--- src/rtl/stitch_pkg.sv ---
// Shared definitions for the frame-buffer burst scheduler: FSM state encoding
// and the default frame-layout constants.
package stitch_pkg;

  typedef enum logic [1:0] {
    IDLE      = 2'd0,
    ISSUE     = 2'd1,
    WAIT_DONE = 2'd2
  } state_t;

  localparam logic [31:0] DEF_BASE_ADDR    = 32'h1000_0000;
  localparam int          DEF_BURST_BYTES  = 1024;
  localparam int          DEF_FRAME_BURSTS = 3600;
  localparam logic [31:0] DEF_FRAME_STRIDE = 32'h0040_0000;

endpackage

--- src/rtl/fb_rw_scheduler_if.sv ---
// Burst command channel between the frame-buffer scheduler (master) and the
// AXI4 burst engine (slave).
interface fb_rw_scheduler_if #(
  parameter int ADDR_WIDTH = 32
) ();

  // A command transfers on the clock edge where cmd_valid && cmd_ready are both
  // high; cmd_valid, cmd_rnw and cmd_addr stay stable from assertion until that
  // edge and cmd_valid never drops without a transfer. cmd_done is a one-cycle
  // pulse per transferred command, and only one command is outstanding.
  logic                  cmd_valid;
  logic                  cmd_ready;
  logic                  cmd_rnw;
  logic [ADDR_WIDTH-1:0] cmd_addr;
  logic                  cmd_done;

  modport master (
    output cmd_valid,
    output cmd_rnw,
    output cmd_addr,
    input  cmd_ready,
    input  cmd_done
  );

  modport slave (
    input  cmd_valid,
    input  cmd_rnw,
    input  cmd_addr,
    output cmd_ready,
    output cmd_done
  );

endinterface

--- src/rtl/fb_rw_scheduler_bank_sel.sv ---
// Triple-buffer bank bookkeeping: write bank, read bank and the last fully
// written bank, with the writer stepping over the bank the reader holds.
module fb_bank_sel #(
  parameter  int NUM_BUF = 3,
  localparam int BW      = $clog2(NUM_BUF)
) (
  input  logic          clk,
  input  logic          rst,
  input  logic          apply_wr,
  input  logic          apply_rd,
  input  logic          wr_frame_complete,
  output logic [BW-1:0] wr_bank,
  output logic [BW-1:0] rd_bank,
  output logic [BW-1:0] wr_bank_nxt,
  output logic [BW-1:0] rd_bank_nxt,
  output logic [BW-1:0] last_done
);

  logic [BW-1:0] wr_bank_q, wr_bank_d;
  logic [BW-1:0] rd_bank_q, rd_bank_d;
  logic [BW-1:0] last_done_q, last_done_d;
  logic [BW-1:0] cand;

  function automatic logic [BW-1:0] bank_inc(input logic [BW-1:0] b);
    if (int'(b) >= NUM_BUF - 1) return '0;
    return b + BW'(1);
  endfunction

  always_comb begin
    wr_bank_d   = wr_bank_q;
    rd_bank_d   = rd_bank_q;
    last_done_d = last_done_q;
    cand        = bank_inc(wr_bank_q);
    if (cand == rd_bank_q) cand = bank_inc(cand);
    if (apply_wr && wr_frame_complete) begin
      last_done_d = wr_bank_q;
      wr_bank_d   = cand;
    end
    // A read start in the same cycle picks up the frame published just above.
    if (apply_rd) rd_bank_d = last_done_d;
  end

  always_ff @(posedge clk) begin
    if (rst) begin
      wr_bank_q   <= '0;
      rd_bank_q   <= '0;
      last_done_q <= '0;
    end else begin
      wr_bank_q   <= wr_bank_d;
      rd_bank_q   <= rd_bank_d;
      last_done_q <= last_done_d;
    end
  end

  assign wr_bank     = wr_bank_q;
  assign rd_bank     = rd_bank_q;
  assign wr_bank_nxt = wr_bank_d;
  assign rd_bank_nxt = rd_bank_d;
  assign last_done   = last_done_q;

endmodule

--- src/rtl/fb_rw_scheduler.sv ---
// Frame-buffer burst scheduler: round-robin between capture writes and display
// reads, one burst outstanding, triple-buffered frame addressing.
module fb_rw_scheduler
  import stitch_pkg::*;
#(
  parameter  logic [31:0] BASE_ADDR    = DEF_BASE_ADDR,
  parameter  int          ADDR_WIDTH   = 32,
  parameter  int          BURST_BYTES  = DEF_BURST_BYTES,
  parameter  int          FRAME_BURSTS = DEF_FRAME_BURSTS,
  parameter  logic [31:0] FRAME_STRIDE = DEF_FRAME_STRIDE,
  parameter  int          NUM_BUF      = 3,
  localparam int          BW           = $clog2(NUM_BUF),
  localparam int          CW           = $clog2(FRAME_BURSTS + 1)
) (
  input  logic              M_AXI_ACLK,
  input  logic              M_AXI_ARESET,
  input  logic              wr_req,
  input  logic              rd_req,
  input  logic              wr_frame_start,
  input  logic              rd_frame_start,
  fb_rw_scheduler_if.master cmd,
  output logic [BW-1:0]     wr_bank,
  output logic [BW-1:0]     rd_bank,
  output logic              frame_drop,
  output state_t            dbg_state,
  output logic [BW-1:0]     dbg_last_done
);

  localparam logic [CW-1:0] FB_MAX = CW'(FRAME_BURSTS);

  state_t                state_q, state_d;
  logic [CW-1:0]         wr_cnt_q, wr_cnt_d, rd_cnt_q, rd_cnt_d;
  logic [CW-1:0]         wr_cnt_eff, rd_cnt_eff;
  logic                  wr_pend_q, wr_pend_d, rd_pend_q, rd_pend_d;
  logic                  last_rd_q, last_rd_d;
  logic                  cmd_valid_q, cmd_valid_d;
  logic                  cmd_rnw_q, cmd_rnw_d;
  logic [ADDR_WIDTH-1:0] cmd_addr_q, cmd_addr_d;
  logic                  frame_drop_q, frame_drop_d;
  logic [ADDR_WIDTH-1:0] wr_addr, rd_addr;
  logic                  apply_wr, apply_rd;
  logic                  wr_elig, rd_elig, grant_rd;
  logic                  wr_frame_complete;
  logic [BW-1:0]         wr_bank_nxt, rd_bank_nxt;

  function automatic logic [CW-1:0] sat_inc(input logic [CW-1:0] c);
    if (c >= FB_MAX) return FB_MAX;
    return c + CW'(1);
  endfunction

  // Frame starts are applied only in IDLE, before arbitration, so the grant
  // below already sees the new bank and the cleared counter.
  assign apply_wr          = (state_q == IDLE) && (wr_pend_q || wr_frame_start);
  assign apply_rd          = (state_q == IDLE) && (rd_pend_q || rd_frame_start);
  assign wr_frame_complete = (wr_cnt_q == FB_MAX);
  assign wr_cnt_eff        = apply_wr ? '0 : wr_cnt_q;
  assign rd_cnt_eff        = apply_rd ? '0 : rd_cnt_q;
  assign wr_elig           = wr_req && (wr_cnt_eff < FB_MAX);
  assign rd_elig           = rd_req && (rd_cnt_eff < FB_MAX);
  assign grant_rd          = rd_elig && (!wr_elig || !last_rd_q);

  assign wr_addr = ADDR_WIDTH'(BASE_ADDR)
                 + ADDR_WIDTH'(wr_bank_nxt) * ADDR_WIDTH'(FRAME_STRIDE)
                 + ADDR_WIDTH'(wr_cnt_eff) * ADDR_WIDTH'(BURST_BYTES);
  assign rd_addr = ADDR_WIDTH'(BASE_ADDR)
                 + ADDR_WIDTH'(rd_bank_nxt) * ADDR_WIDTH'(FRAME_STRIDE)
                 + ADDR_WIDTH'(rd_cnt_eff) * ADDR_WIDTH'(BURST_BYTES);

  fb_bank_sel #(
    .NUM_BUF (NUM_BUF)
  ) u_bank_sel (
    .clk               (M_AXI_ACLK),
    .rst               (M_AXI_ARESET),
    .apply_wr          (apply_wr),
    .apply_rd          (apply_rd),
    .wr_frame_complete (wr_frame_complete),
    .wr_bank           (wr_bank),
    .rd_bank           (rd_bank),
    .wr_bank_nxt       (wr_bank_nxt),
    .rd_bank_nxt       (rd_bank_nxt),
    .last_done         (dbg_last_done)
  );

  always_comb begin
    state_d      = state_q;
    wr_cnt_d     = wr_cnt_eff;
    rd_cnt_d     = rd_cnt_eff;
    wr_pend_d    = (wr_pend_q || wr_frame_start) && !apply_wr;
    rd_pend_d    = (rd_pend_q || rd_frame_start) && !apply_rd;
    last_rd_d    = last_rd_q;
    cmd_valid_d  = cmd_valid_q;
    cmd_rnw_d    = cmd_rnw_q;
    cmd_addr_d   = cmd_addr_q;
    frame_drop_d = apply_wr && !wr_frame_complete;
    case (state_q)
      IDLE: begin
        if (wr_elig || rd_elig) begin
          last_rd_d   = grant_rd;
          cmd_rnw_d   = grant_rd;
          cmd_addr_d  = grant_rd ? rd_addr : wr_addr;
          cmd_valid_d = 1'b1;
          state_d     = ISSUE;
        end
      end
      ISSUE: begin
        if (cmd.cmd_ready) begin
          cmd_valid_d = 1'b0;
          state_d     = WAIT_DONE;
        end
      end
      WAIT_DONE: begin
        // The completing burst always counts against the frame it was issued in.
        if (cmd.cmd_done) begin
          if (cmd_rnw_q) rd_cnt_d = sat_inc(rd_cnt_q);
          else           wr_cnt_d = sat_inc(wr_cnt_q);
          state_d = IDLE;
        end
      end
      default: state_d = IDLE;
    endcase
  end

  always_ff @(posedge M_AXI_ACLK) begin
    if (M_AXI_ARESET) begin
      state_q      <= IDLE;
      wr_cnt_q     <= '0;
      rd_cnt_q     <= '0;
      wr_pend_q    <= 1'b0;
      rd_pend_q    <= 1'b0;
      last_rd_q    <= 1'b1;
      cmd_valid_q  <= 1'b0;
      cmd_rnw_q    <= 1'b0;
      cmd_addr_q   <= '0;
      frame_drop_q <= 1'b0;
    end else begin
      state_q      <= state_d;
      wr_cnt_q     <= wr_cnt_d;
      rd_cnt_q     <= rd_cnt_d;
      wr_pend_q    <= wr_pend_d;
      rd_pend_q    <= rd_pend_d;
      last_rd_q    <= last_rd_d;
      cmd_valid_q  <= cmd_valid_d;
      cmd_rnw_q    <= cmd_rnw_d;
      cmd_addr_q   <= cmd_addr_d;
      frame_drop_q <= frame_drop_d;
    end
  end

  assign cmd.cmd_valid = cmd_valid_q;
  assign cmd.cmd_rnw   = cmd_rnw_q;
  assign cmd.cmd_addr  = cmd_addr_q;
  assign frame_drop    = frame_drop_q;
  assign dbg_state     = state_q;

endmodule

--- src/flat_wrapper.sv ---
// flat-port wrapper written by rule: the top's interface ports become plain ports
module fb_rw_scheduler_flat import stitch_pkg::*;
#(
  parameter  logic [31:0] BASE_ADDR    = DEF_BASE_ADDR,
  parameter  int          ADDR_WIDTH   = 32,
  parameter  int          BURST_BYTES  = DEF_BURST_BYTES,
  parameter  int          FRAME_BURSTS = DEF_FRAME_BURSTS,
  parameter  logic [31:0] FRAME_STRIDE = DEF_FRAME_STRIDE,
  parameter  int          NUM_BUF      = 3,
  localparam int          BW           = $clog2(NUM_BUF),
  localparam int          CW           = $clog2(FRAME_BURSTS + 1)
)
  (M_AXI_ACLK, M_AXI_ARESET, wr_req, rd_req, wr_frame_start, rd_frame_start, wr_bank, rd_bank, frame_drop, dbg_state, dbg_last_done, cmd_cmd_valid, cmd_cmd_rnw, cmd_cmd_addr, cmd_cmd_ready, cmd_cmd_done);
  fb_rw_scheduler_if #(.ADDR_WIDTH(ADDR_WIDTH)) cmd_i ();
  input  logic M_AXI_ACLK;
  input  logic M_AXI_ARESET;
  input  logic wr_req;
  input  logic rd_req;
  input  logic wr_frame_start;
  input  logic rd_frame_start;
  output logic [BW-1:0] wr_bank;
  output logic [BW-1:0] rd_bank;
  output logic frame_drop;
  output state_t dbg_state;
  output logic [BW-1:0] dbg_last_done;
  output wire logic [$bits(cmd_i.cmd_valid)-1:0] cmd_cmd_valid;
  output wire logic [$bits(cmd_i.cmd_rnw)-1:0] cmd_cmd_rnw;
  output wire logic [$bits(cmd_i.cmd_addr)-1:0] cmd_cmd_addr;
  input wire logic [$bits(cmd_i.cmd_ready)-1:0] cmd_cmd_ready;
  input wire logic [$bits(cmd_i.cmd_done)-1:0] cmd_cmd_done;
  assign cmd_cmd_valid = cmd_i.cmd_valid;
  assign cmd_cmd_rnw = cmd_i.cmd_rnw;
  assign cmd_cmd_addr = cmd_i.cmd_addr;
  assign cmd_i.cmd_ready = cmd_cmd_ready;
  assign cmd_i.cmd_done = cmd_cmd_done;
  fb_rw_scheduler #(.BASE_ADDR(BASE_ADDR), .ADDR_WIDTH(ADDR_WIDTH), .BURST_BYTES(BURST_BYTES), .FRAME_BURSTS(FRAME_BURSTS), .FRAME_STRIDE(FRAME_STRIDE), .NUM_BUF(NUM_BUF)) u_core (.M_AXI_ACLK(M_AXI_ACLK), .M_AXI_ARESET(M_AXI_ARESET), .wr_req(wr_req), .rd_req(rd_req), .wr_frame_start(wr_frame_start), .rd_frame_start(rd_frame_start), .cmd(cmd_i), .wr_bank(wr_bank), .rd_bank(rd_bank), .frame_drop(frame_drop), .dbg_state(dbg_state), .dbg_last_done(dbg_last_done));
endmodule
--- config.mk ---
export PLATFORM = sky130hd
export DESIGN_NAME = fb_rw_scheduler_flat
export DESIGN_NICKNAME = d
export VERILOG_FILES = /design/src/rtl/stitch_pkg.sv /design/src/rtl/fb_rw_scheduler_if.sv /design/src/rtl/fb_rw_scheduler_bank_sel.sv /design/src/rtl/fb_rw_scheduler.sv /design/src/flat_wrapper.sv
export SDC_FILE = /design/constraint.sdc
export NUM_CORES = 1
export LEC_CHECK = 0
export CAP_MARGIN = 20
export CORE_MARGIN = 2
export CORE_UTILIZATION = 57
export CTS_CLUSTER_DIAMETER = 200
export DETAILED_ROUTE_END_ITERATION = 16
export PLACE_DENSITY = 0.85
export SLEW_MARGIN = 0
export SYNTH_ARGS = -nofsm -noshare
export SYNTH_HDL_FRONTEND = slang
export SYNTH_HIERARCHICAL = 1
export SYNTH_SLANG_ARGS = --single-unit
--- constraint.sdc ---
create_clock -name M_AXI_ACLK -period 5 [get_ports M_AXI_ACLK]
set_input_delay 1 -clock M_AXI_ACLK [delete_from_list [all_inputs] [get_ports M_AXI_ACLK]]
set_output_delay 1 -clock M_AXI_ACLK [all_outputs]
set_load 0.02 [all_outputs]
==> results.toml, run 1 <==
[critical_path]
path_class = "input port to flop"
r2r_cells = 7
reg2reg_to = "u_core/cmd.cmd_addr[16]"
path_max_fanout = 16
arrival_ps = 3100
crit-reg2reg-launch = "u_core/dbg_state[0]"
start_kind = "input port"
crit_chain = "clkdlybuf4s50_1 -> o21ai_2 -> buf_4 -> inv_2 -> o211a_1 -> a2111oi_0 -> a2111oi_1"
critical-path-max-stage-delay_ps = 680
r2r_setup_slack_ps = 2410
endpoint_kind = "flop"
critical-path-slowest-cell = "a2111oi_0"
critPathRequiredTime_ps = 5160

[routing]
wirelength_um = 7060
post_drt_wl_per_cell_um = 16.6
drt.antenna.violating_nets = 0
drt_iter0_drc = 290
via_count = 2665
viasPerCell = 6.27
first_pass_iters = 6
drcViolationCount = 0

[clock_tree]
ctsResizeCount = 0
numCtsBuffers = 5
cts.path.max_buffers = 2
cts_hold_buffers = 0
insertion_delay_ps = 310
post_cts_buffers = 0
cts_tree = "done"
clk_pin_slew_ps = 100
root_buffer = "clkbuf_8"
htree_num_levels = 2
clock_sinks = 53

[timing]
fin_crit_sh = 0.590
worstMarginPinSlew_ps = 994
drv_slew = 0
hold_viol_final = 0
fmax_mhz = 339
min_period_ps = 2950
fin_skew_ps = 6.56
worst_hold_slack_ps = 502
rsz0062_at_grt = "false"
slew_headroom = 0.337
setup-violations-final = 0
fin_setup_tns_ps = 0

[power_and_ir_drop]
powerDensity_nw_per_um2 = 291
p_seq_frac = 0.479
switching_share = 0.293
power_switching_mw = 0.281
pwr-share-clk = 0.320
p_int_mw = 0.676
comb_power_share = 0.200
peakVddDrop_v = 0.000202
static-leakage-power_nw = 1.12

[synth]
yosys_warnings = 6
ys_seq_elements = 53
avgSynthCellArea_um2 = 8.75
async_reset_ff_frac = 0
ys_types = 58
synthCells = 329
synth_flop_cell = "dfxtp_1"
syn_area_um2 = 2880
synth_sequential_area_ratio = 0.369
synth_edf_count = 0

[final_layout]
diodes = 0
fillerInstances = 403
design_area_um2 = 3280
syn_to_final_growth_pct = 14.1
final_cells = 425
drive_gt1_frac = 0.0894
nets = 369

[floorplan]
ios = 51
start_util = 0.601
die_w_um = 75.1
core_area_um2 = 4790
die_y_um = 75.1
core.rowCount = 25
dieArea_um2 = 5630

[outcome]
status = "completed"

[grt]
antenna_found_initial = 0
grt_overflow = 0
grt_first_pass_wirelength_um = 11400
grt_pass1_vias = 2323
track_usage = 0.264
grt_max_degree = 54

[placed_design]
port-buffer-count = 33
gp_congestion = 0.891
dp_cells = 416
placed_area_um2 = 3160
hpwlAfterDp_um = 4850

[min_path]
hold-path-endpoint = "u_core/wr_pend_q"
min_path_type = "flop to flop"
hold_path_depth = 2
hp-start = "u_core/wr_pend_q"

[run]
cap_violations = 0
[cell usage after synthesis (5+ instances only)]
| master | instances | area (um^2) |
|---|---|---|
| dfxtp_1 | 53 | 1060 |
| nor2_1 | 28 | 105 |
| nor3_1 | 24 | 120 |
| nand2_1 | 23 | 86.3 |
| a21oi_1 | 20 | 100 |
| buf_4 | 17 | 128 |
| a311oi_1 | 14 | 123 |
| nand3_1 | 12 | 60.1 |
| a211oi_1 | 9 | 67.6 |
| a2111oi_0 | 8 | 70.1 |
| and3_1 | 8 | 50.1 |
| clkbuf_1 | 8 | 30.0 |
| nand2b_1 | 8 | 50.1 |
| inv_1 | 7 | 26.3 |
| o21ai_0 | 7 | 35.0 |
| a2111oi_2 | 6 | 90.1 |
| a31oi_1 | 5 | 31.3 |
| mux2i_1 | 5 | 50.1 |
| o211ai_1 | 5 | 37.5 |
[state kept, by name, summed over array words and instances, names as in the netlist, 2 cells and up]
| register | cells |
|---|---|
| u_core/cmd.cmd_addr | 15 |
| u_core/rd_cnt_q | 12 |
| u_core/wr_cnt_q | 12 |
| u_core/dbg_state | 2 |
| u_core/u_bank_sel/last_done | 2 |
| u_core/u_bank_sel/rd_bank | 2 |
| u_core/u_bank_sel/wr_bank | 2 |
[cell usage in the layout, fill, tap and decap left out, types with 2 or more instances in the layout]
| cell type | n |
|---|---|
| or4_4 | 2 |
| o211a_1 | 2 |
| a2111oi_0 | 8 |
| nor4_1 | 2 |
| dfxtp_1 | 53 |
| a2111oi_1 | 4 |
| a22oi_1 | 2 |
| a211oi_1 | 9 |
| buf_4 | 3 |
| ha_1 | 4 |
| nand4b_1 | 2 |
| and2_1 | 4 |
| and4_1 | 4 |
| conb_1 | 17 |
| mux2i_1 | 5 |
| inv_1 | 7 |
| a31oi_1 | 5 |
| o211ai_1 | 5 |
| clkdlybuf4s50_1 | 32 |
| a311oi_1 | 14 |
| nand2b_1 | 8 |
| a21oi_1 | 20 |
| and3_1 | 8 |
| nand2_1 | 23 |
| a2111oi_2 | 6 |
| nor3_1 | 24 |
| nor2_1 | 28 |
| o21a_1 | 2 |
| clkbuf_8 | 6 |
| o21ai_0 | 7 |
| nor2b_1 | 2 |
| nand3_1 | 12 |
[power by group through the flow]
stage                     clock network, mW  logic, mW  registers, mW
after CTS                             0.309      0.188          0.459
final                                 0.307      0.192          0.459
after global routing                  0.330      0.206          0.462
after global placement                    0      0.182          0.468
after floorplan                           0      0.112          0.487
after detailed placement                  0      0.187          0.468
[critical path: cells and delay by family]
family                 cells  cell delay, ps
buffers and inverters      3             800
AOI/OAI and AO/OA          4            1300
[per-layer routing]
layer	GRT usage	vias to the layer above	wire length (um)	part of all wire
met4	0.0794	0	101	0.014
met5	0	-	0	0
met1	0.362	1277	3130	0.44
li1	-	1270	-	-
met3	0.0576	12	480	0.068
met2	0.418	106	3340	0.47
[cells by family (layout without fill, tap and decap cells)]
kind of cell / after synthesis / count (layout) / share of synthesized area
mux: 5 / 5 / 0.0174
flops: 53 / 53 / 0.369
fa+ha+maj: 4 / 4 / 0.0174
xor+xnor: 1 / 1 / 0.00304
other cells: 1 / 17 / 0.00130
simple gates: 130 / 130 / 0.237
compound gates: 96 / 96 / 0.273
buf+inv: 39 / 52 / 0.0822
[worst max-delay path by stage]
stage | to | depth (start not counted) | startpoint
finish | u_core/cmd.cmd_addr[11] | 7 | wr_frame_start
global route | u_core/cmd.cmd_addr[12] | 7 | wr_frame_start
CTS | u_core/cmd.cmd_addr[21] | 7 | wr_frame_start
detailed placement | u_core/cmd.cmd_addr[21] | 7 | wr_frame_start
global placement | u_core/cmd.cmd_addr[23] | 7 | wr_frame_start
floorplan | u_core/cmd.cmd_addr[10] | 6 | wr_frame_start
[per-stage QoR]
| stage | worst slack [ps] | utilization | power [mW] |
|---|---|---|---|
| after global routing | 1950 | 0.686 | 0.998 |
| after CTS | 1810 | 0.684 | 0.956 |
| after floorplan | 2570 | - | 0.599 |
| after global placement | 1650 | 0.659 | 0.649 |
| final | 2050 | 0.686 | 0.957 |
| after detailed placement | 1510 | 0.659 | 0.654 |
[area by class of cell]
class / instances / area [um^2] / area share
Inverter: 8 / 30.0 / 0.00915
Clock inverter: 2 / 37.5 / 0.0114
Sequential cell: 53 / 1060 / 0.323
Timing Repair Buffer: 36 / 348 / 0.106
Tap cell: 67 / 83.8 / 0.0255
Clock buffer: 6 / 82.6 / 0.0252
Multi-Input combinational cell: 253 / 1640 / 0.500
(Power assumes the default switching activity.)
==> inputs of run 2 (changes only) <==
Settings changed: CORE_UTILIZATION 57 to 48, PLACE_DENSITY 0.85 to 0.77.
Clock period 5 ns to 2.7 ns, I/O delays scaled along.
==> results.toml, run 2 (synthesis results as in run 1) <==
[outcome]
status = "completed"

[routing]
via_count = 2652
viasPerCell = 5.99
drt.antenna.violating_nets = 0
first_pass_iters = 5
drcViolationCount = 0
post_drt_wl_per_cell_um = 16.1
wirelength_um = 7120
drt_iter0_drc = 227

[floorplan]
ios = 51
die_y_um = 81.4
dieArea_um2 = 6630
die_w_um = 81.4
core.rowCount = 28
start_util = 0.492
core_area_um2 = 5850

[power_and_ir_drop]
powerDensity_nw_per_um2 = 547
static-leakage-power_nw = 1.18
peakVddDrop_v = 0.000455

[timing]
fin_crit_sh = 0.917
fin_skew_ps = 6.48
worstMarginPinSlew_ps = 743
setup-violations-final = 0
hold_viol_final = 0
slew_headroom = 0.492
rsz0062_at_grt = "false"
fmax_mhz = 404
min_period_ps = 2480
fin_setup_tns_ps = 0
drv_slew = 0

[placed_design]
dp_cells = 435
hpwlAfterDp_um = 5150
gp_congestion = 0.876
port-buffer-count = 33

[grt]
grt_first_pass_wirelength_um = 11600
track_usage = 0.225
grt_max_degree = 54
grt_pass1_vias = 2347
grt_overflow = 0
antenna_found_initial = 0

[run]
cap_violations = 0

[clock_tree]
cts_tree = "done"
cts_hold_buffers = 0
clock_sinks = 53
htree_num_levels = 2
cts.path.max_buffers = 2
ctsResizeCount = 0
clk_pin_slew_ps = 100
numCtsBuffers = 5
insertion_delay_ps = 310
post_cts_buffers = 0
root_buffer = "clkbuf_8"

[final_layout]
final_cells = 443
diodes = 0
syn_to_final_growth_pct = 17.5
mostFrequentLayoutCells = "dfxtp_1, clkdlybuf4s50_1, nor2_1"
largest_reg_flops = 15
drive_gt1_frac = 0.114
nets = 379
final_common_cell = "dfxtp_1"

[critical_path]
start_kind = "flop"
path_max_fanout = 8
path_class = "flop to flop"
arrival_ps = 2640
critPathRequiredTime_ps = 2860
endpoint_kind = "flop"

[min_path]
min_path_type = "flop to flop"
==> run 2: cell types whose count changed in the layout (fill, tap and decap cells not counted), sizes merged <==
cell,delta
clkinvlp,-1
clkbuf,-1
bufinv,+1
buf,+10
clkinv,+1
==> run 2: final timing paths <==
check                       start  slack (ps)                 endpoint  depth (start not counted)
max reg2reg    u_core/rd_cnt_q[6]         220  u_core/cmd.cmd_addr[10]                          5
max            u_core/rd_cnt_q[6]         220  u_core/cmd.cmd_addr[10]                          5
min reg2reg  u_core/cmd.cmd_valid         500     u_core/cmd.cmd_valid                          2
min          u_core/cmd.cmd_valid         500     u_core/cmd.cmd_valid                          2
==> run 2: layout make-up <==
| cell class | count | area [um^2] |
|---|---|---|
| timing repair buffer | 46 | 423 |
| tap | 75 | 93.8 |
| sequential | 53 | 1060 |
| multi-input combinational | 253 | 1640 |
| clock inverter | 3 | 65.1 |
| clock buffer | 5 | 68.8 |
| fill | 527 | 2470 |
| inverter | 8 | 30.0 |
==> run 2: worst max-delay path, stage by stage, from the launching register on <==
cell       delay [ps]
dfxtp_1           380
or4_4             570
o211ai_1          240
o21ai_1           250
a2111oi_0         740
a2111oi_1         130
==> run 2: routing by layer <==
| metal | global-route usage | share of wire |
|---|---|---|
| met5 | 0 | 0 |
| met4 | 0.0712 | 0.013 |
| met3 | 0.0385 | 0.061 |
| met2 | 0.353 | 0.47 |
| met1 | 0.315 | 0.45 |
==> run 2: power breakdown <==
group | internal, mW | leakage, nW | switching, mW
Sequential | 0.819 | 0.432 | 0.0298
Combinational | 0.142 | 0.681 | 0.223
Clock | 0.368 | 0.0681 | 0.266
==> run 2: metrics by stage <==
| stage | utilization | area [um^2] | total power [mW] | setup slack (ps) | hold WS (ps) |
|---|---|---|---|---|---|
| 2_1_floorplan | - | 2940 | 1.11 | 609 | 464 |
| 3_3_place_gp | 0.555 | 3250 | 1.22 | 176 | 477 |
| 3_5_place_dp | 0.555 | 3250 | 1.23 | 73.9 | 481 |
| 4_1_cts | 0.578 | 3380 | 1.85 | 255 | 502 |
| 5_1_grt | 0.578 | 3380 | 1.93 | 133 | 543 |
| 6_report | 0.578 | 3380 | 1.85 | 224 | 503 |
